`src/rtl/csa_resolver_pkg.sv`:
```
// Shared types and helpers for the carry-save resolver.
// Exports csa_state_e and cnt_width() for sizing chunk counters.
package csa_resolver_pkg;

    typedef enum logic [1:0] {
        CSA_IDLE,
        CSA_BUSY,
        CSA_DONE
    } csa_state_e;

    // $clog2 yields 0 for n==1; a counter still needs one bit.
    function automatic int cnt_width(int n);
        return (n > 1) ? $clog2(n) : 1;
    endfunction

endpackage

```
`src/rtl/csa_resolver_chunk_adder.sv`:
```
// Combinational CW-bit adder used for one chunk of the resolve.
// Ports: a, b (CW), cin -> s (CW), cout.
module csa_chunk_adder #(
    parameter int CW = 4
) (
    input  logic [CW-1:0] a,
    input  logic [CW-1:0] b,
    input  logic          cin,
    output logic [CW-1:0] s,
    output logic          cout
);

    logic [CW:0] total;

    always_comb begin
        total = {1'b0, a} + {1'b0, b} + {{CW{1'b0}}, cin};
        s     = total[CW-1:0];
        cout  = total[CW];
    end

endmodule

```
`src/rtl/csa_resolver.sv`:
```
// Resolves a carry-save sum/carry pair into binary, CW bits per cycle.
// Ports: clk_i, rst_ni, in_valid_i/in_ready_o, sum_i, carry_i,
//   out_valid_o/out_ready_i, result_o, cout_o.
// Macro CSA_RESOLVER_ZERO_SKIP_EN: finish early once upper bits are zero.
module csa_resolver
    import csa_resolver_pkg::*;
#(
    parameter int DW = 16,
    parameter int CW = 4
) (
    input  logic          clk_i,
    input  logic          rst_ni,
    input  logic          in_valid_i,
    output logic          in_ready_o,
    input  logic [DW-1:0] sum_i,
    input  logic [DW-1:0] carry_i,
    output logic          out_valid_o,
    input  logic          out_ready_i,
    output logic [DW-1:0] result_o,
    output logic          cout_o
);

    localparam int NCHUNK = DW / CW;
    localparam int CNTW   = cnt_width(NCHUNK);

    if (DW % CW != 0) begin : g_bad_cw
        $error("csa_resolver: DW must be a multiple of CW");
    end

    csa_state_e      state_q;
    logic [CNTW-1:0] cnt_q;
    logic [DW-1:0]   sum_q;
    logic [DW-1:0]   car_q;
    logic [DW-1:0]   res_q;
    logic            cin_q;
    logic            cout_q;
    logic            in_rdy_q;
    logic            out_vld_q;

    logic [CW-1:0]   a_c;
    logic [CW-1:0]   b_c;
    logic [CW-1:0]   s_c;
    logic            co_c;
    logic            done_c;
    logic [DW-1:0]   res_nxt;

    csa_chunk_adder #(.CW(CW)) u_add (
        .a    (a_c),
        .b    (b_c),
        .cin  (cin_q),
        .s    (s_c),
        .cout (co_c)
    );

    always_comb begin
        a_c     = sum_q[int'(cnt_q)*CW +: CW];
        b_c     = car_q[int'(cnt_q)*CW +: CW];
        res_nxt = res_q;
        res_nxt[int'(cnt_q)*CW +: CW] = s_c;
        done_c  = (int'(cnt_q) == NCHUNK - 1);
`ifdef CSA_RESOLVER_ZERO_SKIP_EN
        // No carry out and nothing left above: the rest is zero.
        if (!co_c && (((sum_q | car_q) >> ((int'(cnt_q) + 1) * CW)) == '0)) begin
            done_c  = 1'b1;
            res_nxt = res_nxt & ~({DW{1'b1}} << ((int'(cnt_q) + 1) * CW));
        end
`endif
    end

    always_ff @(posedge clk_i or negedge rst_ni) begin
        if (!rst_ni) begin
            state_q   <= CSA_IDLE;
            cnt_q     <= '0;
            sum_q     <= '0;
            car_q     <= '0;
            res_q     <= '0;
            cin_q     <= 1'b0;
            cout_q    <= 1'b0;
            in_rdy_q  <= 1'b1;
            out_vld_q <= 1'b0;
        end else begin
            unique case (state_q)
                CSA_IDLE: begin
                    if (in_valid_i) begin
                        sum_q    <= sum_i;
                        car_q    <= carry_i;
                        cnt_q    <= '0;
                        cin_q    <= 1'b0;
                        in_rdy_q <= 1'b0;
                        state_q  <= CSA_BUSY;
                    end
                end
                CSA_BUSY: begin
                    res_q <= res_nxt;
                    cin_q <= co_c;
                    cnt_q <= cnt_q + 1'b1;
                    if (done_c) begin
                        cout_q    <= co_c;
                        out_vld_q <= 1'b1;
                        state_q   <= CSA_DONE;
                    end
                end
                CSA_DONE: begin
                    if (out_ready_i) begin
                        out_vld_q <= 1'b0;
                        in_rdy_q  <= 1'b1;
                        state_q   <= CSA_IDLE;
                    end
                end
                default: begin
                    out_vld_q <= 1'b0;
                    in_rdy_q  <= 1'b1;
                    state_q   <= CSA_IDLE;
                end
            endcase
        end
    end

    assign in_ready_o  = in_rdy_q;
    assign out_valid_o = out_vld_q;
    assign result_o    = res_q;
    assign cout_o      = cout_q;

endmodule

```
`config.mk`:
```
export PLATFORM = sky130hd
export DESIGN_NAME = csa_resolver
export DESIGN_NICKNAME = d
export VERILOG_FILES = /design/src/rtl/csa_resolver_pkg.sv /design/src/rtl/csa_resolver_chunk_adder.sv /design/src/rtl/csa_resolver.sv
export SDC_FILE = /design/constraint.sdc
export NUM_CORES = 1
export LEC_CHECK = 0
export BUFFER_PORTS_ARGS = -buffer_cell sky130_fd_sc_hd__buf_2
export CORE_MARGIN = 1
export CORE_UTILIZATION = 49
export DETAILED_ROUTE_END_ITERATION = 7
export GPL_TIMING_DRIVEN = 0
export MAX_ROUTING_LAYER = met4
export PLACE_DENSITY = 0.75
export SETUP_SLACK_MARGIN = 0.3
export SYNTH_ARGS = -nofsm -noshare
export SYNTH_HDL_FRONTEND = slang
export SYNTH_SLANG_ARGS = --single-unit
export TNS_END_PERCENT = 100
```
`constraint.sdc`:
```
create_clock -name clk_i -period 2.65 [get_ports clk_i]
set_input_delay 0.53 -clock clk_i [delete_from_list [all_inputs] [get_ports clk_i]]
set_output_delay 0.53 -clock clk_i [all_outputs]
set_load 0.1 [all_outputs]
```
==> reports/results.tsv, run 1 <==
stage	metric	value	unit
clock_tree	clk_slew_on_worst_s_h_paths	0.09	ns
timing	finalCriticalPeriod	2.32	ns
route	dr_wl_met2	2.39	mm
route	detail_route.iter0.violations	77	
route	drt-total-wl	4.94	mm
setup_path	critPathCaptureType	flop	
clock_tree	cts_hold_bufs	0	
yosys	post_synthesis_net_count	235	
yosys	synth_cells	188	
setup_path	ff2ff_setup_slack	0.33	ns
placement	place.detailed.hpwl	3.50	mm
yosys	yosysWarningCount	0	
floorplan	die_x	74.4	um
setup_path	worst_ep_arrival_time	2.54	ns
global_routing	maximum_number_of_pins_on_one_net_before_global_route_repair	57	
timing	timing.final.crit_share	87.7	%
setup_path	type_of_the_worst_setup_path	reg -> reg	
final_layout	num-nets-final	302	
floorplan	core-area	4880	sq um
clock_tree	clkLatencyLatePin	0.31	ns
timing	fin_worst_skew	0.00449	ns
final_layout	post_route_cells_drive_above_1_share	50.4	%
worst_hold_path	worst_hold_path.endpoint	state_q[1]	
timing	hold_violations	0	
global_routing	grt_first_pass_wirelength	7.96	mm
floorplan	num_io_pins	55	
yosys	synth.cell_area	2570	sq um
route	detail_route.vias_per_cell	5.33	
setup_path	cp_max_fo	5	
route	route.detailed.wl_per_inst	15.3	um
final_layout	synthToLayoutAreaGrowth	22.4	%
yosys	synth-seq-cells	56	
worst_hold_path	worst_hold_startpoint	out_ready_i	
clock_tree	cts_made_buffers	5	
setup_path	worst-endpoint-required	2.87	ns
yosys	syn_area_per_cell	13.7	sq um
global_routing	grt_pass1_vias	1681	
setup_path	timing.critical_path.from_type	flop	
outcome	outcome	finished, final reports clean	
route	vias	1720	
final_layout	insertedDiodeCount	0	
route	router_iterations_before_antenna_repair	4	
route	met1_length	2.21	mm
placement	portBuffers	54	
clock_tree	max-clock-path-buffers	2	
placement	placedInstanceArea	2930	sq um
route	drt.antenna.violating_nets	0	
clock_tree	clock_sink_count	56	
clock_tree	cts.htree.levels	2	
worst_hold_path	hold_class	in -> reg	
timing	fmax	430	MHz
global_routing	global_routing_usage_summed_across_all_routing_layers	20.4	%
setup_path	critical_path.startpoint	cnt_q[0]	
clock_tree	clockRootBuffer	clkbuf_8	
yosys	number_of_unique_standard_cell_types_used_by_synthesis	34	
final_layout	finalCoreUtilization	64.4	%
placement	gp_routability_congestion	0.819	
floorplan	start_util	52.6	%
setup_path	timing.rr.end	result_o[1]	
timing	report.final.slew_viol_count	0	
setup_path	r2r.worst_path.cells	6	
route	route.detailed.drc	0	
timing	max_slew.worst_pin.slew	1.20	ns
global_routing	grt_remaining_overflow	0	
floorplan	die_h	74.4	um
timing	setup_repair_after_global_routing_missed_its_margin	true	
setup_path	timing.rr.start	cnt_q[0]	
clock_tree	cts_tree	built	
route	wl_met3	228	um
global_routing	number_of_antenna_violations_at_the_first_check_in_global_routing	0	
final_layout	post-route-cell-area	3140	sq um
floorplan	floorplan.rows	25	
flow_run	max_cap_violations	0	
yosys	ys_seq_area_share	54.6	%
worst_hold_path	hold-path-cell-count	2	
timing	slew_headroom	20.1	%
route	maxUsedRoutingLayer	met4	
timing	setup_violations	0	
floorplan	die_area	5540	sq um
-- state kept, by name, summed over array words and instances, names as in the netlist --
register     flops
car_q           16
cin_q            1
cnt_q            2
cout_o           1
in_ready_o       1
out_valid_o      1
result_o        16
state_q          2
sum_q           16
-- logic make-up after synthesis --
group	after synthesis	share of synthesized area [%]
xor gates and xnor gates	2	0.682
AOI/OAI and AO/OA	30	8.13
muxes	40	21.0
DFF	56	54.6
adders and majority gates	11	5.94
and+or+nand+nor	33	6.43
buffers and inverters	16	3.17
-- synthesized netlist by cell type (all sizes together) --
cell	count	area share (%)
dfrtp	55	54
mux2	32	14
nand2	19	3.1
ha	9	4.4
inv	9	1.3
o21ai	9	2.0
a22o	8	2.7
mux4	8	7.0
buf	6	1.7
a21oi	4	0.78
nor2	3	0.44
o31ai	3	0.88
a21o	2	0.58
fa	2	1.6
nand2b	2	0.49
nor3	2	0.39
o22ai	2	0.49
or3	2	0.68
and2	1	0.24
and2b	1	0.29
clkbuf	1	0.15
dfstp	1	1.0
nand3	1	0.19
nor3b	1	0.29
nor4b	1	0.34
o21bai	1	0.29
o22a	1	0.34
xnor2	1	0.34
xor2	1	0.34
-- worst max-delay path: stages (launching register included) --
cell and delay, ns:
dfrtp_2 0.40, buf_12 0.12, mux4_2 0.53, fa_2 0.39, inv_2 0.07, fa_2 0.49, o31ai_2 0.24
-- placed cells by master, fill, tap and decap left out, types with 2 or more instances in the layout --
cell type and instances:
buf_2 55, dfrtp_1 54, mux2_2 32, nand2_1 18, buf_4 9, ha_1 9, mux4_2 8, a22o_1 8
inv_1 7, clkbuf_8 7, o21ai_0 5, nor2_1 3, buf_12 2, inv_2 2, nand2b_1 2, o22ai_1 2
nor3_1 2, a21o_1 2, a21oi_2 2, o21ai_1 2, a21oi_1 2, o21ai_2 2, o31ai_1 2, fa_2 2
-- how the worst max path moves through the flow --
stage | slack (ns) | end | depth (start not counted)
3_3_place_gp | -0.04 | cout_o | 9
5_1_grt | 0.24 | result_o[1] | 6
2_1_floorplan | 0.31 | result_o[1] | 6
3_5_place_dp | -0.07 | cout_o | 9
4_1_cts | 0.30 | result_o[1] | 6
6_report | 0.33 | result_o[1] | 6
-- layer usage --
| metal | GRT usage, % | vias up |
|---|---|---|
| met4 | 8.60 | 0 |
| met1 | 26.8 | 832 |
| met3 | 4.61 | 12 |
| met5 | - | - |
| met2 | 30.7 | 71 |
| li1 | - | 805 |
-- repair_timing --
action,4_1_cts,5_1_grt
setup endpoints to repair,14,9
gates resized for setup,9,8
buffers inserted,4,2
pin swaps,2,6
-- layout make-up --
class                   count  area [sq um]
multi-input cells         116          1130
flip-flops and latches     56          1400
repair buffers             60           328
inverters                   9          33.8
well taps                  67          83.8
fillers                   380          1740
plain buffers               7          66.3
clock buffers               8           100
-- per-stage QoR --
stage / hold slack (ns) / setup WS (ns) / setup TNS (ns) / std cells
global placement: 0.468 / -0.0428 / -0.0875 / 309
CTS: 0.404 / 0.301 / 0 / 321
finish: 0.417 / 0.326 / 0 / 323
floorplan: 0.234 / 0.314 / 0 / 188
detailed placement: 0.468 / -0.0656 / -0.123 / 309
global route: 0.407 / 0.239 / 0 / 323
Power of run 1 is left out: the tool's default activity adds up to more than one toggle a clock period on the data nets, which glitch-free logic cannot reach.
==> inputs of run 2 (changes only) <==
SYNTH_HIERARCHICAL = 1   (was not set)
==> reports/results.tsv, run 2 <==
stage	metric	value	unit	change
final_layout	num-nets-final	311		was 302
final_layout	insertedDiodeCount	0		unchanged
timing	timing.final.crit_share	87.7	%	about the same
route	drt.antenna.violating_nets	0		unchanged
yosys	synth_compound_area_share	6.55	%	was 8.13%
floorplan	core-area	5140	sq um	was 4880 sq um
timing	slew_headroom	53.6	%	was 20.1%
yosys	synth-seq-cells	56		unchanged
floorplan	floorplan.rows	26		was 25
timing	finalCriticalPeriod	2.32	ns	about the same
route	drt-total-wl	4.83	mm	was 4.94 mm
clock_tree	clock_sink_count	56		unchanged
clock_tree	clockRootBuffer	clkbuf_8		unchanged
clock_tree	clkLatencyLatePin	0.31	ns	about the same
timing	setup_violations	0		unchanged
route	router_iterations_before_antenna_repair	4		unchanged
yosys	syn_area_per_cell	13.3	sq um	was 13.7 sq um
placement	placedInstanceArea	3000	sq um	was 2930 sq um
clock_tree	max-clock-path-buffers	2		unchanged
yosys	synth.cell_area	2640	sq um	was 2570 sq um
yosys	post_synth_xor_area_fraction	0.665	%	was 0.682%
yosys	ys_seq_area_share	53.2	%	was 54.6%
floorplan	die_area	5670	sq um	was 5540 sq um
global_routing	grt_pass1_vias	1735		was 1681
setup_path	worst-endpoint-required	2.85	ns	was 2.87 ns
setup_path	timing.rr.start	cnt_q[0]		unchanged
route	route.detailed.drc	0		unchanged
clock_tree	cts_hold_bufs	0		unchanged
timing	setup_repair_after_global_routing_missed_its_margin	true		unchanged
floorplan	num_io_pins	55		unchanged
yosys	top_count_cell_post_synth	dfrtp_1		unchanged
setup_path	timing.rr.end	cout_o		was result_o[1]
yosys	synthTopCellsByCount	55 x dfrtp_1, 29 x mux2_2, 27 x nand2_1, 14 x o21ai_0, 9 x ha_1		was 55 x dfrtp_1, 32 x mux2_2, 18 x nand2_1, 9 x ha_1, 9 x inv_1
setup_path	critPathCaptureType	flop		unchanged
timing	fmax	430	MHz	about the same
timing	fin_worst_skew	0.00465	ns	was 0.00449 ns
yosys	yosysWarningCount	6		was 0
timing	hold_violations	0		unchanged
route	detail_route.vias_per_cell	5.10		was 5.33
route	route.detailed.wl_per_inst	14.4	um	was 15.3 um
final_layout	post-route-cell-area	3170	sq um	was 3140 sq um
global_routing	maximum_number_of_pins_on_one_net_before_global_route_repair	57		unchanged
setup_path	cp_max_fo	7		was 5
yosys	synth.mux.area_fraction	21.3	%	was 21.0%
timing	max_slew.worst_pin.slew	0.697	ns	was 1.20 ns
yosys	synth_async_sr_flop_share	100	%	unchanged
flow_run	max_cap_violations	0		unchanged
yosys	synth_top_cell_area_share	52.2	%	was 53.6%
setup_path	type_of_the_worst_setup_path	reg -> reg		unchanged
yosys	post_synthesis_net_count	245		was 235
timing	report.final.slew_viol_count	0		unchanged
yosys	synth_simple_gate_area_share	8.74	%	was 6.43%
placement	place.detailed.hpwl	3.40	mm	was 3.50 mm
final_layout	post_route_cells_drive_above_1_share	45.3	%	was 50.4%
clock_tree	clk_slew_on_worst_s_h_paths	0.09	ns	about the same
final_layout	synthToLayoutAreaGrowth	20.4	%	was 22.4%
global_routing	number_of_antenna_violations_at_the_first_check_in_global_routing	0		unchanged
yosys	postSynth.topFlopCell	dfrtp_1		unchanged
final_layout	layout_commonest_cell	dfrtp_1		was buf_2
yosys	post_synth_fa_ha_maj_area_fraction	5.79	%	was 5.94%
placement	gp_routability_congestion	0.762		was 0.819
outcome	outcome	finished, final reports clean		unchanged
setup_path	ff2ff_setup_slack	0.33	ns	about the same
route	detail_route.iter0.violations	72		was 77
global_routing	grt_first_pass_wirelength	7.91	mm	was 7.96 mm
floorplan	die_x	75.3	um	was 74.4 um
route	vias	1707		was 1720
clock_tree	cts.htree.levels	2		unchanged
yosys	number_of_unique_standard_cell_types_used_by_synthesis	31		was 34
yosys	synth_top_family_by_area	multiplexers		unchanged
setup_path	r2r.worst_path.cells	9		was 6
final_layout	n_fill_cell	448		was 380
floorplan	die_h	75.3	um	was 74.4 um
final_layout	leading_cell_types_in_the_layout_fill_and_taps_excluded	54 x dfrtp_1, 53 x buf_2, 29 x mux2_2		was 55 x buf_2, 54 x dfrtp_1, 32 x mux2_2
setup_path	worst_ep_arrival_time	2.53	ns	was 2.54 ns
placement	portBuffers	54		unchanged
yosys	synth_cells	198		was 188
global_routing	global_routing_usage_summed_across_all_routing_layers	20.1	%	was 20.4%
yosys	number_of_enable_type_register_cells_in_the_synthesized_netlist	0		unchanged
worst_hold_path	hold_class	in -> async		was in -> reg
setup_path	timing.critical_path.from_type	flop		unchanged
clock_tree	cts_tree	built		unchanged
floorplan	start_util	51.3	%	was 52.6%
yosys	netlist.top_cell.by_area	dfrtp_1		unchanged
global_routing	grt_remaining_overflow	0		unchanged
clock_tree	cts_made_buffers	5		unchanged
yosys	synth.top_cells.by_area	dfrtp_1 52%, mux2_2 12%, mux4_2 6.8%, ha_1 4.3%, nand2_1 3.8%		was dfrtp_1 54%, mux2_2 14%, mux4_2 7.0%, ha_1 4.4%, a22o_1 2.7%
## run 2: critical path: stages, from the launching register on
cell and delay [ns]:
dfrtp_2 0.40, buf_12 0.14, mux4_2 0.52, fa_2 0.39
inv_2 0.06, fa_2 0.20, nor2b_1 0.05, o21ai_1 0.11
nand2b_1 0.09, mux2_2 0.26
## run 2: kinds of logic (layout without fill, tap and decap cells)
| group | count (synthesis) | count (layout) |
|---|---|---|
| multiplexers | 42 | 42 |
| AO/OA/AOI/OAI | 27 | 27 |
| XOR/XNOR | 2 | 2 |
| flip-flops | 56 | 56 |
| adder cells (fa/ha/maj) | 11 | 11 |
| buffers and inverters | 15 | 82 |
| AND/OR/NAND/NOR | 45 | 45 |
## run 2: metrics by stage
step / setup TNS [ns] / utilization (%) / hold slack [ns] / worst slack [ns] / instances
global route: 0 / 61.7 / 0.317 / 0.214 / 335
finish: 0 / 61.7 / 0.262 / 0.327 / 335
CTS: 0 / 61.2 / 0.417 / 0.301 / 333
detailed placement: -0.148 / 58.4 / 0.465 / -0.0448 / 322
global placement: 0 / 58.4 / 0.456 / 0.0168 / 322
floorplan: 0 / - / 0.234 / 0.321 / 198
## run 2: worst max path at each step
| stage | slack, ns | cells after the start | end | from |
|---|---|---|---|---|
| global placement | 0.02 | 8 | result_o[13] | cnt_q[1] |
| floorplan | 0.32 | 9 | cout_o | cnt_q[0] |
| detailed placement | -0.04 | 8 | result_o[13] | cnt_q[1] |
| finish | 0.33 | 9 | cout_o | cnt_q[0] |
| global route | 0.21 | 9 | cout_o | cnt_q[0] |
| CTS | 0.30 | 8 | result_o[5] | cnt_q[0] |
## run 2: what timing repair did
action                     in CTS  in global routing
setup endpoints to repair      15                 13
buffers inserted                3                  2
pin swaps                       2                  4
resized for setup              10                  6
## run 2: cell type report
class	instances	area [sq um]	area share [%]
clock buffer	8	90.1	2.84
buffer	7	83.8	2.64
sequential	56	1400	44.2
timing repair buffer	59	323	10.2
tap	70	87.6	2.76
inverter	8	30.0	0.946
multi-input combinational	127	1150	36.4
## run 2: metal layers
metal | vias up | track usage [%] | routed length [um]
met3 | 10 | 4.76 | 183
met1 | 823 | 24.4 | 2120
met2 | 43 | 32.6 | 2430
met5 | - | - | 0
met4 | 0 | 7.82 | 89
li1 | 831 | - | -
Power of run 2 is left out for the same reason.
